<file path="src/rtl/seq_detect_ctrl.sv">
// Serial pattern-detector sequencer: accepts a word, shifts it out MSB-first,
// flags overlapping pattern matches (Mealy) and counts them per job.
module seq_detect_ctrl #(
    parameter int WORD_W = 16,
    parameter int PAT_W  = 4,
    parameter int CNT_W  = 5
) (
    input  logic              clk,
    input  logic              reset,
    input  logic              word_valid,
    input  logic [WORD_W-1:0] word_in,
    input  logic [PAT_W-1:0]  pattern,
    input  logic              chain,
    input  logic              abort,
    output logic              word_ready,
    output logic              bit_out,
    output logic              bit_valid,
    output logic              match,
    output logic              busy,
    output logic              done,
    output logic [CNT_W-1:0]  match_cnt
);

    localparam int BC_W   = (WORD_W > 1) ? $clog2(WORD_W) : 1;
    localparam int SEEN_W = (PAT_W > 2) ? $clog2(PAT_W) : 1;
    localparam logic [BC_W-1:0]   LAST_BIT = BC_W'(WORD_W - 1);
    localparam logic [SEEN_W-1:0] SEEN_MAX = SEEN_W'(PAT_W - 1);
    localparam logic [CNT_W-1:0]  CNT_MAX  = '1;

    typedef enum logic [1:0] {
        S_IDLE  = 2'd0,
        S_SHIFT = 2'd1,
        S_DONE  = 2'd2
    } state_t;

    state_t              state_q, state_d;
    logic [WORD_W-1:0]   shreg_q, shreg_d;
    logic [PAT_W-1:0]    pat_q, pat_d;
    logic [PAT_W-2:0]    hist_q, hist_d;
    logic [SEEN_W-1:0]   seen_q, seen_d;
    logic [BC_W-1:0]     bitcnt_q, bitcnt_d;
    logic [CNT_W-1:0]    cnt_q, cnt_d;
    logic [PAT_W-1:0]    window;

    // The word register shifts left each bit, so the MSB is always the current bit.
    always_comb begin
        word_ready = (state_q == S_IDLE);
        busy       = (state_q != S_IDLE);
        bit_valid  = (state_q == S_SHIFT);
        done       = (state_q == S_DONE);
        bit_out    = bit_valid & shreg_q[WORD_W-1];
        window     = {hist_q, bit_out};
        match      = bit_valid && (seen_q == SEEN_MAX) && (window == pat_q);
        match_cnt  = cnt_q;
    end

    always_comb begin
        state_d  = state_q;
        shreg_d  = shreg_q;
        pat_d    = pat_q;
        hist_d   = hist_q;
        seen_d   = seen_q;
        bitcnt_d = bitcnt_q;
        cnt_d    = cnt_q;
        case (state_q)
            S_IDLE: begin
                if (word_valid) begin
                    shreg_d  = word_in;
                    pat_d    = pattern;
                    bitcnt_d = '0;
                    state_d  = S_SHIFT;
                    if (!chain) begin
                        hist_d = '0;
                        seen_d = '0;
                        cnt_d  = '0;
                    end
                end
            end
            S_SHIFT: begin
                if (abort) begin
                    // Count is kept for inspection; detector history is not.
                    hist_d  = '0;
                    seen_d  = '0;
                    state_d = S_IDLE;
                end else begin
                    shreg_d  = shreg_q << 1;
                    hist_d   = window[PAT_W-2:0];
                    seen_d   = (seen_q == SEEN_MAX) ? seen_q : seen_q + SEEN_W'(1);
                    bitcnt_d = bitcnt_q + BC_W'(1);
                    if (match && (cnt_q != CNT_MAX))
                        cnt_d = cnt_q + CNT_W'(1);
                    if (bitcnt_q == LAST_BIT)
                        state_d = S_DONE;
                end
            end
            S_DONE: begin
                state_d = S_IDLE;
                if (abort) begin
                    hist_d = '0;
                    seen_d = '0;
                end
            end
            default: state_d = S_IDLE;
        endcase
    end

    always_ff @(posedge clk or negedge reset) begin
        if (!reset) begin
            state_q  <= S_IDLE;
            shreg_q  <= '0;
            pat_q    <= '0;
            hist_q   <= '0;
            seen_q   <= '0;
            bitcnt_q <= '0;
            cnt_q    <= '0;
        end else begin
            state_q  <= state_d;
            shreg_q  <= shreg_d;
            pat_q    <= pat_d;
            hist_q   <= hist_d;
            seen_q   <= seen_d;
            bitcnt_q <= bitcnt_d;
            cnt_q    <= cnt_d;
        end
    end

endmodule

</file>
<file path="config.mk">
export PLATFORM = sky130hd
export DESIGN_NAME = seq_detect_ctrl
export DESIGN_NICKNAME = d
export VERILOG_FILES = /design/src/rtl/seq_detect_ctrl.sv
export SDC_FILE = /design/constraint.sdc
export NUM_CORES = 1
export LEC_CHECK = 0
export BUFFER_PORTS_ARGS = -buffer_cell sky130_fd_sc_hd__buf_2
export CELL_PAD_IN_SITES_DETAIL_PLACEMENT = 0
export CELL_PAD_IN_SITES_GLOBAL_PLACEMENT = 1
export CORE_ASPECT_RATIO = 1.25
export CORE_MARGIN = 8
export CORE_UTILIZATION = 43
export CTS_BUF_LIST = sky130_fd_sc_hd__clkbuf_8
export CTS_CLUSTER_DIAMETER = 120
export DETAILED_ROUTE_END_ITERATION = 10
export MAX_ROUTING_LAYER = met4
export PLACE_DENSITY = 0.85
export SETUP_SLACK_MARGIN = 0.4
export SYNTH_ARGS = -nofsm -noshare
export SYNTH_HDL_FRONTEND = slang
export SYNTH_SLANG_ARGS = --single-unit
</file>
<file path="constraint.sdc">
create_clock -name clk -period 2.5 [get_ports clk]
set_clock_uncertainty 0.15 [all_clocks]
set_input_delay 0.125 -clock clk [delete_from_list [all_inputs] [get_ports clk]]
set_output_delay 0.125 -clock clk [all_outputs]
set_load 0.02 [all_outputs]
</file>
==> results of run 1 <==
state kept, by name (all words and copies together), names as in the netlist:
register,cells
shreg_q,16
match_cnt,5
bitcnt_q,4
pat_q,4
hist_q,3
seen_q,2
state_q,2
placed cells by master (no fill, tap or decap), types with 3 or more instances in the layout:
cell           instances
dfrtp_1               36
inv_1                  7
a22o_1                 5
nor2b_1                3
mux2_2                 5
o211ai_1               4
buf_4                  5
nor2_1                21
a31oi_1               15
a21oi_1                3
nand2_1               37
o21ai_0                6
buf_2                 35
ha_1                   3
xnor2_1                4
dlygate4sd3_1         22
clkbuf_8               5
cells by family (layout without fill, tap and decap cells):
group	count (synthesis)	after routing	share of synthesized area, %
adders and majority gates	4	4	2.78
xor gates and xnor gates	5	5	2.43
buffers and inverters	17	77	5.28
and+or+nand+nor	80	80	21.9
DFF	36	36	50.0
AOI/OAI and AO/OA	39	39	14.4
muxes	5	5	3.12
power by group through the flow:
stage,logic (mW),registers [mW],clock network (mW)
2_1_floorplan,0.346,0.857,0
3_3_place_gp,0.487,0.850,0
3_5_place_dp,0.497,0.856,0
4_1_cts,0.525,0.846,0.514
5_1_grt,0.620,0.863,0.526
6_report,0.538,0.844,0.496
stage by stage:
stage	std cells	setup WS, ns	area [µm²]	hold WS, ns
2_1_floorplan	186	0.449	1800	-0.321
3_3_place_gp	270	0.471	2010	0.109
3_5_place_dp	270	0.448	2010	0.115
4_1_cts	300	0.442	2330	0.0112
5_1_grt	302	0.426	2360	0.0418
6_report	302	0.467	2360	0.0209
cell type report:
cell class                      count  area (µm²)
Inverter                            7        31.3
Multi-Input combinational cell    133         813
Clock buffer                        5        68.8
Sequential cell                    36         901
Timing Repair Buffer               62         433
Fill cell                         372        1710
Tap cell                           56        70.1
Clock inverter                      3        38.8
timing repair:
item | 4_1_cts | 5_1_grt
resized for setup | 0 | 2
setup buffers | 0 | 2
endpoints found under the setup margin | 0 | 9
endpoints found under the hold margin | 57 | 0
hold buffers | 22 | 0
worst max-delay path: cells and delay by family, from the launching register on:
kind | cells | cell delay [ns]
simple gates | 3 | 0.86
compound gates | 1 | 0.15
fa+ha+maj | 2 | 0.37
flops | 1 | 0.42
worst paths after layout:
check                                         start                  endpoint  slack (ns)  cells after the start
max                        match_cnt[0]$_DFFE_PN0P_  match_cnt[2]$_DFFE_PN0P_        0.47                      6
min                                           chain  match_cnt[2]$_DFFE_PN0P_        0.02                      3
max reg2reg                match_cnt[0]$_DFFE_PN0P_  match_cnt[2]$_DFFE_PN0P_        0.47                      6
min reg2reg                  shreg_q[0]$_DFFE_PN0P_    shreg_q[0]$_DFFE_PN0P_        0.35                      1
max in group asynchronous                     reset  match_cnt[2]$_DFFE_PN0P_        1.40                      2
min in group asynchronous                     reset    shreg_q[3]$_DFFE_PN0P_        0.30                      2
routing by layer:
metal	part of all wire (%)	vias to the layer above
li1	-	759
met4	1.8	0
met3	4.6	8
met1	46	716
met5	0	-
met2	48	38
==> qor.yml, run 1 <==
setup_path:
  cp.required_ns: 2.56
  path_max_fanout: 6
  crit_path_max_incr_delay_ns: 0.49
  crit_arrival_ns: 2.09
  critical_path.slowest_cell: "or4_1"
  path_class: "flip-flop to flip-flop"
  startpoint_type: "flip-flop"
  cp_cell_sequence: "ha_2 -> and3_1 -> ha_1 -> nand4b_4 -> or4_1 -> a21oi_1"
  endpoint_kind: "flip-flop"
synthesis:
  synth-edff-count: 0
  synth_cell_types: 38
  synth_top_cell_area_share_pct: 50.0
  ys_ff_latch: 36
  synth.most_common_cell: "nand2_1"
  ys_warn_count: 0
  syn_nets: 215
  synthesis.area_um2: 1800
  yosys.area.top_type: "dfrtp_1"
  synthCells: 186
  synth_commonest_cells: "nand2_1 (37), dfrtp_1 (36), nor2_1 (21)"
  syn_avg_cell_area_um2: 9.69
  ys.flop_type: "dfrtp_1"
  async_flop_share_pct: 100
  seq_area_frac_synth_pct: 50.0
  yosys-top-cells-area: "dfrtp_1 (50%), nand2_1 (7.7%), a31oi_1 (5.2%), nor2_1 (4.4%), mux2_2 (3.1%)"
pwr:
  p_clk_share_pct: 26.4
  power_density_nw_per_um2: 797
  p_leak_nw: 1.11
  power_switching_mw: 0.614
  p_int_mw: 1.26
  pwr-share-seq_pct: 44.9
  netSwitchingFraction_pct: 32.7
  fin_total_pwr_mw: 1.88
  combinationalPowerShare_pct: 28.6
  peakVddDrop_mv: 0.374
detailed_routing:
  post_drt_wl_per_cell_um: 13.4
  routed_wl_um: 4030
  drc: 0
  ant_nets: 0
  vias: 1521
  dr.pass1.iters: 4
  vias_per_cell: 5.04
  drt_iter0_markers: 120
timing:
  setup_viol: 0
  rsz0062_at_grt: "no"
  slew_headroom_pct: 47.5
  tightest_slew_ns: 0.787
  hold_viol_final: 0
  min_period_ns: 2.03
  period_share_pct: 81.3
  slew_viol_final: 0
  finalSetupTns_ns: 0
  max_freq_mhz: 492
final_layout:
  drive_gt1_share_pct: 24.4
  diodes: 0
  finalNetCount: 274
  area_growth_pct: 30.8
  utilization_pct: 57.9
clock_network:
  cts_sinks: 36
  clock_latency_ns: 0.29
  cts_buffer_depth: 2
  clk_pin_slew_ns: 0.07
  cts-root-buf: "clkbuf_8"
  cts_tree: "done"
  cts_made_buffers: 5
  htree_levels: 2
run:
  maxCapViolCount: 0
floorplan:
  die_x_um: 73.9
  ios: 36
  die_y_um: 88.4
  die_area_um2: 6530
  initial_core_util_pct: 44.3
  num_rows: 26
  core_area_um2: 4070
placement:
  dp_hpwl_um: 2770
  place_congestion: 0.781
  io_buffers: 35
global_routing:
  globalRouteOverflowTotal: 0
  antenna_found_initial: 0
  grt_usage_pct: 14.3
  grt_pass1_vias: 1640
  grt_max_degree: 37
  grt_pass1_wl_um: 7060
  grt-busiest-layer: "met2"
  grt_util_met1_pct: 16.3
  use_met3_pct: 2.95
  use_met2_pct: 23.1
min_path:
  hp-class: "primary input to flip-flop"
run_status:
  outcome: "complete, no violations"
(Power assumes the default switching activity.)
==> run 2: changes to the inputs <==
--- a/config.mk
+++ b/config.mk
@@ -10,12 +10,12 @@
 export CELL_PAD_IN_SITES_GLOBAL_PLACEMENT = 1
 export CORE_ASPECT_RATIO = 1.25
 export CORE_MARGIN = 8
-export CORE_UTILIZATION = 43
+export CORE_UTILIZATION = 39
 export CTS_BUF_LIST = sky130_fd_sc_hd__clkbuf_8
 export CTS_CLUSTER_DIAMETER = 120
 export DETAILED_ROUTE_END_ITERATION = 10
 export MAX_ROUTING_LAYER = met4
-export PLACE_DENSITY = 0.85
+export PLACE_DENSITY = 0.82
 export SETUP_SLACK_MARGIN = 0.4
 export SYNTH_ARGS = -nofsm -noshare
 export SYNTH_HDL_FRONTEND = slang
==> constraint.sdc (replaced) <==
create_clock -name clk -period 1.7 [get_ports clk]
set_clock_uncertainty 0.15 [all_clocks]
set_input_delay 0.085 -clock clk [delete_from_list [all_inputs] [get_ports clk]]
set_output_delay 0.085 -clock clk [all_outputs]
set_load 0.02 [all_outputs]
==> run 2 against run 1 <==
Compared with the run above: via count up 11%; critical path type unchanged; first-iteration DRC count down 44%; flip-flop and latch count unchanged; the flow now finishes with violations (negative setup slack); die area up 8.2%; global-route usage up 0.98 points; register-to-register slack worse by 0.69 ns; largest power group is now combinational logic; combinational power rose to 2.7 times the previous value; clock power up 33%; worst hold slack worse by 0.0031 ns; total power up 82%.
==> qor.yml, run 2 (synthesis gave the netlist of run 1 again) <==
run_status:
  violations: "negative setup slack"
  outcome: "finished with violations"
floorplan:
  die_x_um: 76.8  # +3.9%
  ios: 36  # unchanged
  initial_core_util_pct: 40.7  # -3.6 points
  die_y_um: 92.0  # +4.1%
  core_area_um2: 4430  # +8.8%
  num_rows: 27  # +3.8%
  die_area_um2: 7060  # +8.2%
clock_network:
  htree_levels: 2  # unchanged
  clk_pin_slew_ns: 0.07  # about the same
  clock_latency_ns: 0.29  # about the same
  cts_made_buffers: 5  # unchanged
  cts-root-buf: "clkbuf_8"
  cts_sinks: 36  # unchanged
  cts_buffer_depth: 2  # unchanged
  cts_tree: "done"
min_path:
  hp-class: "primary input to flip-flop"
  holdPathStages: 4  # +1
detailed_routing:
  post_drt_wl_per_cell_um: 15.2  # +14%
  vias_per_cell: 4.97  # -1.3%
  vias: 1690  # +11%
  routed_wl_um: 5180  # +29%
  ant_nets: 0  # unchanged
  drc: 0  # unchanged
  dr.pass1.iters: 4  # unchanged
  drt_iter0_markers: 67  # -44%
final_layout:
  drive_gt1_share_pct: 51.8  # +27 points
  largest_reg_flops: 16  # unchanged
  stdcell_count: 340  # +13%
  diodes: 0  # unchanged
  area_growth_pct: 76.5
  finalNetCount: 311  # +14%
  utilization_pct: 71.8  # +14 points
  layout_common_cells: "nand2_1 (35), dfrtp_1 (32), buf_2 (29)"
  fillers: 309  # -17%
  final_common_cell: "nand2_1"
  top_register: "shreg_q"
timing:
  min_period_ns: 1.93  # -0.107 ns
  max_freq_mhz: 519  # +5.5%
  slew_headroom_pct: 74.0  # +26 points
  period_share_pct: 113  # +32 points
  setup_viol: 5  # +5
  slew_viol_final: 0  # unchanged
  worst_slack_ns: -0.227  # -0.693 ns
  hold_viol_final: 0  # unchanged
  finalSetupTns_ns: -0.907  # -0.907 ns
  rsz0062_at_grt: "yes"
  tightest_slew_ns: 0.390  # -0.397 ns
setup_path:
  cp.buffers_inverters: 0  # unchanged
  path_delay_family: "simple AND/OR/NAND/NOR gates"
  crit_arrival_ns: 1.99  # -0.10 ns
  cp.required_ns: 1.76  # -0.80 ns
  cp_cell_sequence: "ha_4 -> and3_4 -> ha_4 -> nand4b_4 -> or4_4 -> a21oi_2"
  path_max_fanout: 5  # -1
  critical_path.slowest_cell: "or4_4"
  endpoint_kind: "flip-flop"
  crit_top_cell: "ha_4"
  startpoint_type: "flip-flop"
  crit_path_max_incr_delay_ns: 0.44  # -0.05 ns
  path_class: "flip-flop to flip-flop"
  reg2reg_depth: 6  # unchanged
  crit_cells: 6  # unchanged
pwr:
  combinationalPowerShare_pct: 43.0  # +14 points
  p_leak_nw: 1.41  # +27%
  p_clk_share_pct: 19.3  # -7.1 points
  power_density_nw_per_um2: 1080  # +35%
  netSwitchingFraction_pct: 34.9  # +2.2 points
  power_switching_mw: 1.19  # +95%
  p_int_mw: 2.23  # +76%
  peakVddDrop_mv: 0.751  # +100%
  pwr-share-seq_pct: 37.7  # -7.2 points
global_routing:
  grt_usage_pct: 15.2  # +0.98 points
  grt-busiest-layer: "met2"
  grt_pass1_wl_um: 8580  # +22%
  globalRouteOverflowTotal: 0  # unchanged
  grt_max_degree: 18  # -51%
  grt_pass1_vias: 1826  # +11%
  antenna_found_initial: 0  # unchanged
  use_met2_pct: 26.0  # +2.9 points
  grt_util_met1_pct: 17.3  # +0.94 points
  use_met3_pct: 3.32  # +0.37 points
placement:
  dp_hpwl_um: 3070  # +11%
  place_congestion: 0.801  # +2.7%
  io_buffers: 35  # unchanged
  dpl.cell_count: 290  # +7.4%
  place_ws_ns: -0.188  # -0.636 ns
run:
  maxCapViolCount: 0  # unchanged
-- run 2: path summary, 6_finish.rpt --
kind,from,endpoint,slack [ns]
worst max-delay path,match_cnt[1]$_DFFE_PN0P_,match_cnt[2]$_DFFE_PN0P_,-0.23
worst min-delay path,word_valid,bitcnt_q[0]$_DFFE_PN0P_,0.02
worst max register to register,match_cnt[1]$_DFFE_PN0P_,match_cnt[2]$_DFFE_PN0P_,-0.23
worst min register to register,shreg_q[0]$_DFFE_PN0P_,shreg_q[0]$_DFFE_PN0P_,0.38
max in group asynchronous,reset,shreg_q[7]$_DFFE_PN0P_,0.81
min in group asynchronous,reset,match_cnt[4]$_DFFE_PN0P_,0.10
-- run 2: area by class of cell --
class | instances | area (µm²) | share of cell area [%]
multi-input cells | 133 | 1180 | 37.2
repair buffers | 99 | 891 | 28.0
clock buffers | 7 | 96.3 | 3.03
flip-flops and latches | 36 | 906 | 28.5
well taps | 58 | 72.6 | 2.28
inverters | 7 | 31.3 | 0.984
-- run 2: metal layers --
| metal | vias to the layer above | wire [µm] | part of all wire, % |
|---|---|---|---|
| met4 | 0 | 58 | 1.1 |
| met1 | 809 | 2240 | 43 |
| met3 | 7 | 177 | 3.4 |
| met5 | - | 0 | 0 |
| met2 | 36 | 2710 | 52 |
| li1 | 838 | - | - |
-- run 2: what timing repair did --
action / 4_1_cts / 5_1_grt
resized for setup: 72 / 13
endpoints found under the hold margin: 57 / 0
hold buffers: 22 / 0
pin swaps: 11 / 11
setup endpoints to repair: 41 / 42
cloned: 2 / 0
buffers inserted: 10 / 9
-- run 2: metrics by stage --
stage	power [mW]	hold WS [ns]	area, µm²
after global placement	2.15	-0.125	2250
after floorplan	1.85	-0.361	1930
after detailed placement	2.17	-0.125	2250
final	3.42	0.0178	3180
after global routing	3.63	0.0254	3180
after CTS	3.28	0.00947	3020
-- run 2: power by group through the flow --
stage / clock [mW] / combinational (mW) / sequential (mW)
final: 0.660 / 1.47 / 1.29
after global routing: 0.708 / 1.60 / 1.32
after CTS: 0.676 / 1.32 / 1.28
after detailed placement: 0 / 0.923 / 1.25
after global placement: 0 / 0.909 / 1.24
after floorplan: 0 / 0.570 / 1.28
-- run 2: worst reg2reg max path: stages, from the launching register on --
cell      delay (ns)
dfrtp_2         0.43
ha_4            0.16
and3_4          0.18
ha_4            0.15
nand4b_4        0.19
or4_4           0.44
a21oi_2         0.15
==> run 3: changes to the inputs <==
--- a/config.mk
+++ b/config.mk
@@ -5,6 +5,7 @@
 export SDC_FILE = /design/constraint.sdc
 export NUM_CORES = 1
 export LEC_CHECK = 0
+export ABC_AREA = 1
 export BUFFER_PORTS_ARGS = -buffer_cell sky130_fd_sc_hd__buf_2
 export CELL_PAD_IN_SITES_DETAIL_PLACEMENT = 0
 export CELL_PAD_IN_SITES_GLOBAL_PLACEMENT = 1
==> run 3 against run 2 <==
Compared with the run above: sequential share of layout area is 0.49 points higher; combinational power is 77% higher; flip-flop and latch count stayed put; fmax is 19% higher; total power is 34% higher; non-clock buffer count is 5 lower; clock power is 6.1% lower; the flow now finishes without violations; cell count is 11% higher; count of clock-buffer cells in the layout is 1 lower; sequential power is 7% higher; first-iteration DRC count is 39% lower.
==> qor.yml, run 3 <==
placement:
  dpl.cell_count: 319  # +10%
  io_buffers: 35  # unchanged
  place_ws_ns: 0.0307  # +0.218 ns
  dp_hpwl_um: 3080  # +0.23%
  postPlaceCellArea_um2: 2310  # +2.7%
  place_congestion: 0.817  # +2.0%
global_routing:
  grt_pass1_wl_um: 8450  # -1.5%
  antenna_found_initial: 0  # unchanged
  grt_pass1_vias: 1832  # +0.33%
  globalRouteOverflowTotal: 0  # unchanged
  grt_usage_pct: 14.4  # -0.79 points
  grt_max_degree: 20  # +2
timing:
  slew_headroom_pct: 68.6  # -5.4 points
  rsz0062_at_grt: "yes"
  period_share_pct: 95.4  # -18 points
  slew_viol_final: 0  # unchanged
  max_freq_mhz: 617  # +19%
  hold_viol_final: 0  # unchanged
  hold_slack_ns: 0.0215  # +0.00365 ns
  min_period_ns: 1.62  # -0.305 ns
  tightest_slew_ns: 0.471  # +0.0810 ns
  setup_viol: 0  # -5
  worst_slack_ns: 0.0783  # +0.305 ns
  finalSetupTns_ns: 0  # +0.907 ns
floorplan:
  die_x_um: 80.1  # +4.3%
  initial_core_util_pct: 40.0  # -0.73 points
  die_area_um2: 7700  # +8.9%
  ios: 36  # unchanged
  die_y_um: 96.1  # +4.5%
  core_area_um2: 5010  # +13%
  num_rows: 29  # +7.4%
setup_path:
  setup.worst_path.start: "state_q[0]$_DFFE_PN0P_"
  cp.required_ns: 1.73  # -0.03 ns
  startpoint_type: "flip-flop"
  endpoint_kind: "flip-flop"
  path_class: "flip-flop to flip-flop"
  r2r-start: "state_q[0]$_DFFE_PN0P_"
  path_delay_family: "simple AND/OR/NAND/NOR gates"
  critical_path.slowest_cell: "dfrtp_2"
  path_max_fanout: 7  # +2
  crit_arrival_ns: 1.65  # -0.34 ns
  cp.buffers_inverters: 1  # +1
  crit_path_max_incr_delay_ns: 0.50  # +0.06 ns
  crit_top_cell: "nor2_4"
  cp_cell_sequence: "nor2_4 -> inv_4 -> nor2_4 -> nor2_4 -> a21oi_4 -> nand2_4 -> nand2_1 -> nand2_1"
detailed_routing:
  vias: 1811  # +7.2%
  vias_per_cell: 4.78  # -3.9%
  dr.pass1.iters: 4  # unchanged
  post_drt_wl_per_cell_um: 13.8  # -9.6%
  drc: 0  # unchanged
  drt_iter0_markers: 41  # -39%
  routed_wl_um: 5220  # +0.77%
  ant_nets: 0  # unchanged
synthesis:
  seq_area_frac_synth_pct: 45.0  # -5.0 points
  ys_ff_latch: 36  # unchanged
  synth_top_cell_area_share_pct: 45.0  # -5.0 points
  syn_avg_cell_area_um2: 9.02  # -6.9%
  synthesis.area_um2: 2000  # +11%
  yosys.area.top_type: "dfrtp_1"
  synth_commonest_cells: "nand2_1 (49), dfrtp_1 (36), inv_1 (34)"
  ys.flop_type: "dfrtp_1"
  synth.most_common_cell: "nand2_1"
  synth-edff-count: 0  # unchanged
  synth_cell_types: 28  # -26%
  syn_nets: 251  # +17%
  yosys-top-cells-area: "dfrtp_1 (45%), nand2_1 (9.2%), o211ai_2 (8.1%), o21ai_2 (7.0%), inv_1 (6.4%)"
  async_flop_share_pct: 100  # unchanged
  synthCells: 222  # +19%
  ys_warn_count: 0  # unchanged
clock_network:
  htree_levels: 2  # unchanged
  cts_tree: "done"
  cts_sinks: 36  # unchanged
  clk_pin_slew_ns: 0.07  # about the same
  cts_buffer_depth: 2  # unchanged
  cts-root-buf: "clkbuf_8"
  cts_made_buffers: 5  # unchanged
  clock_latency_ns: 0.29  # about the same
final_layout:
  utilization_pct: 62.3  # -9.5 points
  area_growth_pct: 55.9
  final_common_cell: "nand2_1"
  stdcell_count: 379  # +11%
  post-route-cell-area_um2: 3120  # -1.8%
  diodes: 0  # unchanged
  drive_gt1_share_pct: 48.9  # -2.9 points
  layout_common_cells: "nand2_1 (40), inv_1 (33), dfrtp_1 (33)"
  finalNetCount: 345  # +11%
  top_register: "shreg_q"
  largest_reg_flops: 16  # unchanged
pwr:
  p_leak_nw: 1.52  # +7.1%
  fin_total_pwr_mw: 4.59  # +34%
  peakVddDrop_mv: 0.989  # +32%
  power_density_nw_per_um2: 1470  # +37%
run_status:
  outcome: "complete, no violations"
run:
  maxCapViolCount: 0  # unchanged
min_path:
  hp-start: "chain"
  hp-class: "primary input to flip-flop"
[run 3: layout make-up]
type	instances	area, µm²
Fill cell	415	1890
Multi-Input combinational cell	140	1020
Sequential cell	36	905
Timing Repair Buffer	94	865
Inverter	39	161
Clock buffer	6	82.6
Tap cell	62	77.6
Clock inverter	2	10.0
[run 3: power by group]
part / switching [mW] / total, mW / internal (mW)
Sequential: 0.185 / 1.38 / 1.19
Clock: 0.297 / 0.620 / 0.323
Combinational: 1.35 / 2.60 / 1.25
[run 3: final timing paths]
kind	endpoint	slack, ns	cells after the start
setup / recovery	match_cnt[1]$_DFFE_PN0P_	0.08	8
hold / removal	match_cnt[2]$_DFFE_PN0P_	0.02	4
setup reg to reg	match_cnt[1]$_DFFE_PN0P_	0.08	8
hold reg to reg	match_cnt[3]$_DFFE_PN0P_	0.35	2
max in group asynchronous	bitcnt_q[1]$_DFFE_PN0P_	0.79	3
min in group asynchronous	match_cnt[1]$_DFFE_PN0P_	0.14	2
[run 3: what timing repair did]
item | 4_1_cts | 5_1_grt
hold buffers | 22 | 0
hold endpoints to repair | 57 | 0
setup buffers | 16 | 10
pin swaps | 11 | 4
gates cloned | 3 | 1
endpoints found under the setup margin | 41 | 42
gates resized for setup | 36 | 33
[run 3: cell families (layout without fill, tap and decap cells)]
family | after synthesis | count (layout) | share of synthesized area, %
adder cells (fa/ha/maj) | 4 | 4 | 2.50
AO/OA/AOI/OAI | 52 | 52 | 22.6
AND/OR/NAND/NOR | 84 | 84 | 19.5
buffers and inverters | 46 | 141 | 10.4
flip-flops | 36 | 36 | 45.0
[run 3: layer usage]
layer  routed length (µm)  vias to the layer above  track usage [%]  share of wire (%)
li1                     -                      913                -                  -
met1                 2210                      857             16.2                 42
met2                 2720                       36             24.2                 52
met3                  234                        5             4.39                4.5
met4                   57                        0             4.10                1.1
met5                    0                        -                -                  0
[run 3: worst register-to-register path, delay by kind of cell (launching register included)]
kind                   cells  cell delay, ns
AND/OR/NAND/NOR            6            0.60
flip-flops                 1            0.50
AO/OA/AOI/OAI              1            0.21
buffers and inverters      1            0.05
